[config.mk]
export PLATFORM = sky130hd
export DESIGN_NAME = pc_fetch_unit_flat
export DESIGN_NICKNAME = d
export VERILOG_FILES = /design/src/rtl/pc_fetch_unit_if.sv /design/src/rtl/pc_fetch_unit.sv /design/src/flat_wrapper.sv
export SDC_FILE = /design/constraint.sdc
export NUM_CORES = 1
export LEC_CHECK = 0
export BUFFER_PORTS_ARGS = -buffer_cell sky130_fd_sc_hd__buf_2
export CAP_MARGIN = 20
export CORE_ASPECT_RATIO = 2
export CORE_MARGIN = 2
export CORE_UTILIZATION = 45
export DETAILED_ROUTE_END_ITERATION = 7
export PLACE_DENSITY = 0.74
export RECOVER_POWER = 25
export SLEW_MARGIN = 20
export SYNTH_ARGS = -nofsm -noshare
export SYNTH_HDL_FRONTEND = slang
export SYNTH_SLANG_ARGS = --single-unit
[constraint.sdc]
create_clock -name clk -period 4.2 [get_ports clk]
set_input_delay 0.63 -clock clk [delete_from_list [all_inputs] [get_ports clk]]
set_output_delay 0.63 -clock clk [all_outputs]
set_load 0.005 [all_outputs]
[src/rtl/pc_fetch_unit_if.sv]
// Fetch-PC handshake bundle: next-PC/control in, PC and adder results out.
// Optional PC_ALIGN_CHECK_EN adds the registered misaligned flag.
interface pc_fetch_unit_if #(
    parameter int WIDTH = 64,
    parameter int INC_W = 4,
    parameter int OFF_W = 26
);
    logic             en;
    logic [WIDTH-1:0] pc_in;
    logic [INC_W-1:0] inc;
    logic [OFF_W-1:0] br_off;
    logic [WIDTH-1:0] pc_out;
    logic [WIDTH-1:0] adder_out;
    logic [WIDTH-1:0] br_target;
`ifdef PC_ALIGN_CHECK_EN
    logic             misaligned;
`endif

    modport master (
        output en, pc_in, inc, br_off,
        input  pc_out, adder_out, br_target
`ifdef PC_ALIGN_CHECK_EN
        , input misaligned
`endif
    );

    modport slave (
        input  en, pc_in, inc, br_off,
        output pc_out, adder_out, br_target
`ifdef PC_ALIGN_CHECK_EN
        , output misaligned
`endif
    );
endinterface

[src/rtl/pc_fetch_unit.sv]
// Fetch PC register with sequential and branch-target adders.
// Define PC_ALIGN_CHECK_EN to add the registered misaligned flag.
module pc_fetch_unit #(
    parameter int               WIDTH        = 64,
    parameter int               INC_W        = 4,
    parameter int               OFF_W        = 26,
    parameter logic [WIDTH-1:0] RESET_VECTOR = '0
) (
    input logic clk,
    input logic rst,
    pc_fetch_unit_if.slave bus
);
    logic [WIDTH-1:0] r_pc;
    logic [WIDTH-1:0] w_inc_ext;
    logic [WIDTH-1:0] w_br_disp;

    always_ff @(posedge clk or negedge rst) begin
        if (!rst) begin
            r_pc <= RESET_VECTOR;
        end else if (bus.en) begin
            r_pc <= bus.pc_in;
        end
    end

    // Word offset becomes a byte displacement: sign-extend, then scale by 4.
    assign w_inc_ext = {{(WIDTH-INC_W){1'b0}}, bus.inc};
    assign w_br_disp = {{(WIDTH-OFF_W-2){bus.br_off[OFF_W-1]}},
                        bus.br_off, 2'b00};

    assign bus.pc_out    = r_pc;
    assign bus.adder_out = r_pc + w_inc_ext;
    assign bus.br_target = r_pc + w_br_disp;

`ifdef PC_ALIGN_CHECK_EN
    logic r_misaligned;

    always_ff @(posedge clk or negedge rst) begin
        if (!rst) begin
            r_misaligned <= 1'b0;
        end else if (bus.en) begin
            r_misaligned <= (bus.pc_in[1:0] != 2'b00);
        end
    end

    assign bus.misaligned = r_misaligned;
`endif
endmodule

[src/flat_wrapper.sv]
// flat-port wrapper written by rule: the top's interface ports become plain ports
module pc_fetch_unit_flat 
#(
    parameter int               WIDTH        = 64,
    parameter int               INC_W        = 4,
    parameter int               OFF_W        = 26,
    parameter logic [WIDTH-1:0] RESET_VECTOR = '0
)
  (clk, rst, bus_en, bus_pc_in, bus_inc, bus_br_off, bus_pc_out, bus_adder_out, bus_br_target);
  pc_fetch_unit_if #(.WIDTH(WIDTH), .INC_W(INC_W), .OFF_W(OFF_W)) bus_i ();
  input logic clk;
  input logic rst;
  input wire logic [$bits(bus_i.en)-1:0] bus_en;
  input wire logic [$bits(bus_i.pc_in)-1:0] bus_pc_in;
  input wire logic [$bits(bus_i.inc)-1:0] bus_inc;
  input wire logic [$bits(bus_i.br_off)-1:0] bus_br_off;
  output wire logic [$bits(bus_i.pc_out)-1:0] bus_pc_out;
  output wire logic [$bits(bus_i.adder_out)-1:0] bus_adder_out;
  output wire logic [$bits(bus_i.br_target)-1:0] bus_br_target;
  assign bus_i.en = bus_en;
  assign bus_i.pc_in = bus_pc_in;
  assign bus_i.inc = bus_inc;
  assign bus_i.br_off = bus_br_off;
  assign bus_pc_out = bus_i.pc_out;
  assign bus_adder_out = bus_i.adder_out;
  assign bus_br_target = bus_i.br_target;
  pc_fetch_unit #(.WIDTH(WIDTH), .INC_W(INC_W), .OFF_W(OFF_W), .RESET_VECTOR(RESET_VECTOR)) u_core (.clk(clk), .rst(rst), .bus(bus_i));
endmodule
After elaboration in Yosys (flattened, before gate mapping):

Cells that the tools add are included.

* output and inout bits: 192
* word-level logic and storage cells: 3
* input bits: 97
* register bits: 64

* add/subtract/negate cells: 2

Operator list (count)
* 64-bit by 4-bit adder with 64-bit output: 1
* 64-bit adder: 1

Longest topological paths before layout:

* depth in word-level cells: 1
* gate-level depth with buffers: 12
* mapped depth without buffers: 12

Least setup slack after synthesis:

No wires, ideal clock.

* path type: input port to output port
* start: input bus_br_off[0]
* end: output bus_br_target[56]
* path buffers: 0
* stages: 12
* data required time: 3570 ps
* setup slack: 573 ps
* data arrival time: 2997 ps
* path through: ha_1 -> inv_1 -> fa_1 -> nand2b_1 -> a21oi_1 -> o21a_1 -> o21ai_0 -> a311o_1 -> a2111oi_0 -> nor2_1 -> o21ba_2 -> xnor2_1

* longest elaborated chain between the ends: 1

RTL lines
* from (decl): RTL line flat_wrapper.sv:16 `input wire logic [$bits(bus_i.br_off)-1:0] bus_br_off;`
* 64-bit adder: RTL line pc_fetch_unit.sv:32 `assign bus.br_target = r_pc + w_br_disp;`
* to (decl): RTL line flat_wrapper.sv:19 `output wire logic [$bits(bus_i.br_target)-1:0] bus_br_target;`

No other way between the ends.

Worst setup path after layout:

* start: register u_core.r_pc[6] (netlist: u_core.bus.pc_out[6])
* end: output bus_br_target[63]

* longest elaborated chain between the ends: 1

RTL lines
* from (decl): RTL line pc_fetch_unit.sv:13 `logic [WIDTH-1:0] r_pc;`
* from (signal assigned): RTL line pc_fetch_unit.sv:21 `r_pc <= bus.pc_in;`
* 64-bit adder: RTL line pc_fetch_unit.sv:32

No other way between the ends.

==> impl_metrics.toml <==
[sta]
drv_slew = 98
min_period_over_period_pct = 96.8
min_period_ns = 4.07
grt_setup_unrepaired = "yes"
max_freq_mhz = 246
worst_slew_margin_rel_pct = -46.3
holdWs_ns = 0.496
setup_viol = 0
skew_ns = 0
hold_viol = 0
tightest_slew_ns = 2.19

[global_route]
grt_overflow_total = 0
grt_use_met3_pct = 5.65
met2_usage_pct = 58.1
grt.busiest_layer = "met2"
grtUsageMet1_pct = 30.5
grt_use_total_pct = 31.6
antenna_found_initial = 0
grt_pass1_vias = 8640
grt_max_degree = 37
grt_first_pass_wirelength_mm = 43.8

[floorplanning]
fp-row-count = 66
io_pins = 289
start_util_pct = 46.0
die_x_um = 95.4
die-area_um2 = 17800
core_area_um2 = 16400
die_h_um = 187

[clocking]
clkTransAtPathRegs_ns = 0.06
tritoncts = "yes"
cts_root_buf = "clkbuf_16"
cts_sinks = 64
cts.path.max_buffers = 2
cts_buffers = 9
htreeDepth = 3
clk_latency_ns = 0.34

[cells_and_area]
diodes = 0
fin_area_um2 = 10100
areaGrowthSynthToFinish_pct = 34.5
largest_register_ff_count = 64
drive_gt1_share_pct = 37.8
layout_commonest_cell = "buf_2"
final_core_util_pct = 61.8
final_cell_mix = "buf_2, nand2_1, buf_4"
final_nets = 1412
nFillCells = 1551

[synthesis]
ys.flop_type = "dfrtp_1"
syn_inst = 907
yosysSeqAreaShare_pct = 21.3
async_flop_share_pct = 100
synth_fp_nets = 1071
synth_enable_flop_cells = 0
yosys_register_bits = 64
synth.distinct_cells = 67
syn_area_per_cell_um2 = 8.29
ys.warnings.count = 0
netlist_area_um2 = 7520

[drt]
drt-initial-drc-count = 328
drt-wirelength-per-cell_um = 19.3
firstDrtPassIters = 5
drt-total-wl_mm = 28.1
via_per_inst = 5.76
antenna_left = 0
drc_errors = 0
num_vias = 8392

[place]
placed_area_um2 = 9670
hpwl_mm = 23.2
place_congestion = 0.971
io_buffers = 288

[power]
seqPwrFrac_pct = 23.1
swShare_pct = 39.5
clock_power_share_pct = 24.5
vdd_drop_max_uv = 211
internal-power_mw = 2.07
switching_power_mw = 1.35
power.density_nw_per_um2 = 338
combinationalPowerShare_pct = 52.4
leakage_nw = 4.97

[run_status]
outcome = "finished, violations left"
violations = "capacitance limit, slew limit"

[worst_setup_path]
critical_path_required_ns = 3.57
worstPathArrival_ns = 3.44
crit_path_start_kind = "flop"
cp_max_fo = 5
cp-end-kind = "primary output"
worstSetupPathType = "flop to primary output"

[hold_path]
holdCritPathClass = "input pin to flop"

[flow_run]
drv_cap = 3
[power by group through the flow]
stage                     clock network [mW]  registers, mW  logic, mW
after floorplan                            0          0.780      0.969
after global placement                     0          0.799       1.73
after detailed placement                   0          0.801       1.74
after CTS                              0.854          0.790       1.76
after global routing                   0.874          0.803       1.96
final                                  0.839          0.790       1.79
[final cells by class]
class | instances | area (µm²) | area share, %
flip-flops and latches | 64 | 1600 | 15.8
clock inverters | 4 | 77.6 | 0.767
multi-input cells | 781 | 5780 | 57.1
well taps | 204 | 255 | 2.52
inverters | 15 | 56.3 | 0.557
clock buffers | 12 | 246 | 2.44
repair buffers | 377 | 2100 | 20.8
[cells in the mapped netlist (3+ instances only)]
cell | instances | area share (%)
a2111oi_0 | 3 | 0.35
nor2_1 | 54 | 2.7
o21ai_0 | 30 | 2.0
nand4_1 | 23 | 1.9
nor2b_1 | 4 | 0.33
nor3_1 | 12 | 0.80
o221ai_1 | 3 | 0.35
o211ai_1 | 6 | 0.60
nand2_1 | 96 | 4.8
nor4_1 | 4 | 0.33
buf_2 | 11 | 0.73
a211o_1 | 3 | 0.35
dfrtp_1 | 64 | 21
a21oi_1 | 76 | 5.1
xor2_1 | 47 | 5.5
or3_1 | 3 | 0.25
a31oi_1 | 7 | 0.58
and2_1 | 9 | 0.75
o21a_1 | 6 | 0.60
clkbuf_1 | 34 | 1.7
a311oi_1 | 3 | 0.35
a21o_1 | 50 | 5.0
mux2_2 | 62 | 9.3
o2111ai_1 | 3 | 0.35
o21bai_1 | 13 | 1.3
nand3_1 | 33 | 2.2
a21boi_0 | 3 | 0.30
ha_1 | 65 | 11
o21ai_1 | 6 | 0.40
inv_1 | 15 | 0.75
and3_1 | 23 | 1.9
and4_1 | 12 | 1.4
a211oi_1 | 4 | 0.40
xnor2_1 | 74 | 8.6
nand2b_1 | 9 | 0.75
[layer usage]
layer	wire (µm)	vias to the layer above
met5	0	-
met4	1800	0
met3	1570	103
met2	15400	337
met1	9380	3960
li1	-	3992
[worst max-delay path, stage by stage (launching register included)]
cell	delay, ns
dfrtp_1	0.45
ha_1	0.41
o211ai_1	0.15
o211ai_2	0.27
a31oi_4	0.21
o21ai_4	0.22
nand3_2	0.12
o311a_4	0.37
o41ai_4	0.37
a311oi_1	0.18
xnor2_1	0.21
buf_2	0.14
[path summary, 6_finish.rpt]
| check | from | end | slack, ns | cells after the start |
|---|---|---|---|---|
| worst max register to register | u_core.bus.pc_out[20]$_DFFE_PN0P_ | u_core.bus.pc_out[20]$_DFFE_PN0P_ | 3.17 | 2 |
| max in group asynchronous | rst | u_core.bus.pc_out[21]$_DFFE_PN0P_ | 0.77 | 2 |
| worst min register to register | u_core.bus.pc_out[0]$_DFFE_PN0P_ | u_core.bus.pc_out[0]$_DFFE_PN0P_ | 0.57 | 1 |
| worst max-delay path | u_core.bus.pc_out[6]$_DFFE_PN0P_ | bus_br_target[63] | 0.13 | 11 |
| worst min-delay path | bus_pc_in[3] | u_core.bus.pc_out[3]$_DFFE_PN0P_ | 0.50 | 3 |
| min in group asynchronous | rst | u_core.bus.pc_out[44]$_DFFE_PN0P_ | 0.93 | 1 |
[what timing repair did]
action                     4_1_cts  5_1_grt
pin swaps                        3        5
hold buffers                     0        0
buffers inserted                 2        0
resized for setup                5       18
setup endpoints to repair        2       20
[metrics by stage]
step	std cells	TNS, ns	setup slack, ns	total power [mW]
floorplan	907	0	0.573	1.75
global placement	1439	-0.0742	-0.0742	2.52
detailed placement	1439	-0.107	-0.107	2.54
CTS	1457	0	0.00702	3.41
global route	1457	-0.0276	-0.0276	3.64
finish	1457	0	0.134	3.42
[cell families after synthesis]
group	after synthesis	synth area share, %
simple gates	292	19.3
compound gates	239	21.2
xor+xnor	121	14.1
fa+ha+maj	67	11.4
flops	64	21.3
buf+inv	62	3.38
mux	62	9.29
(Power assumes the default switching activity.)
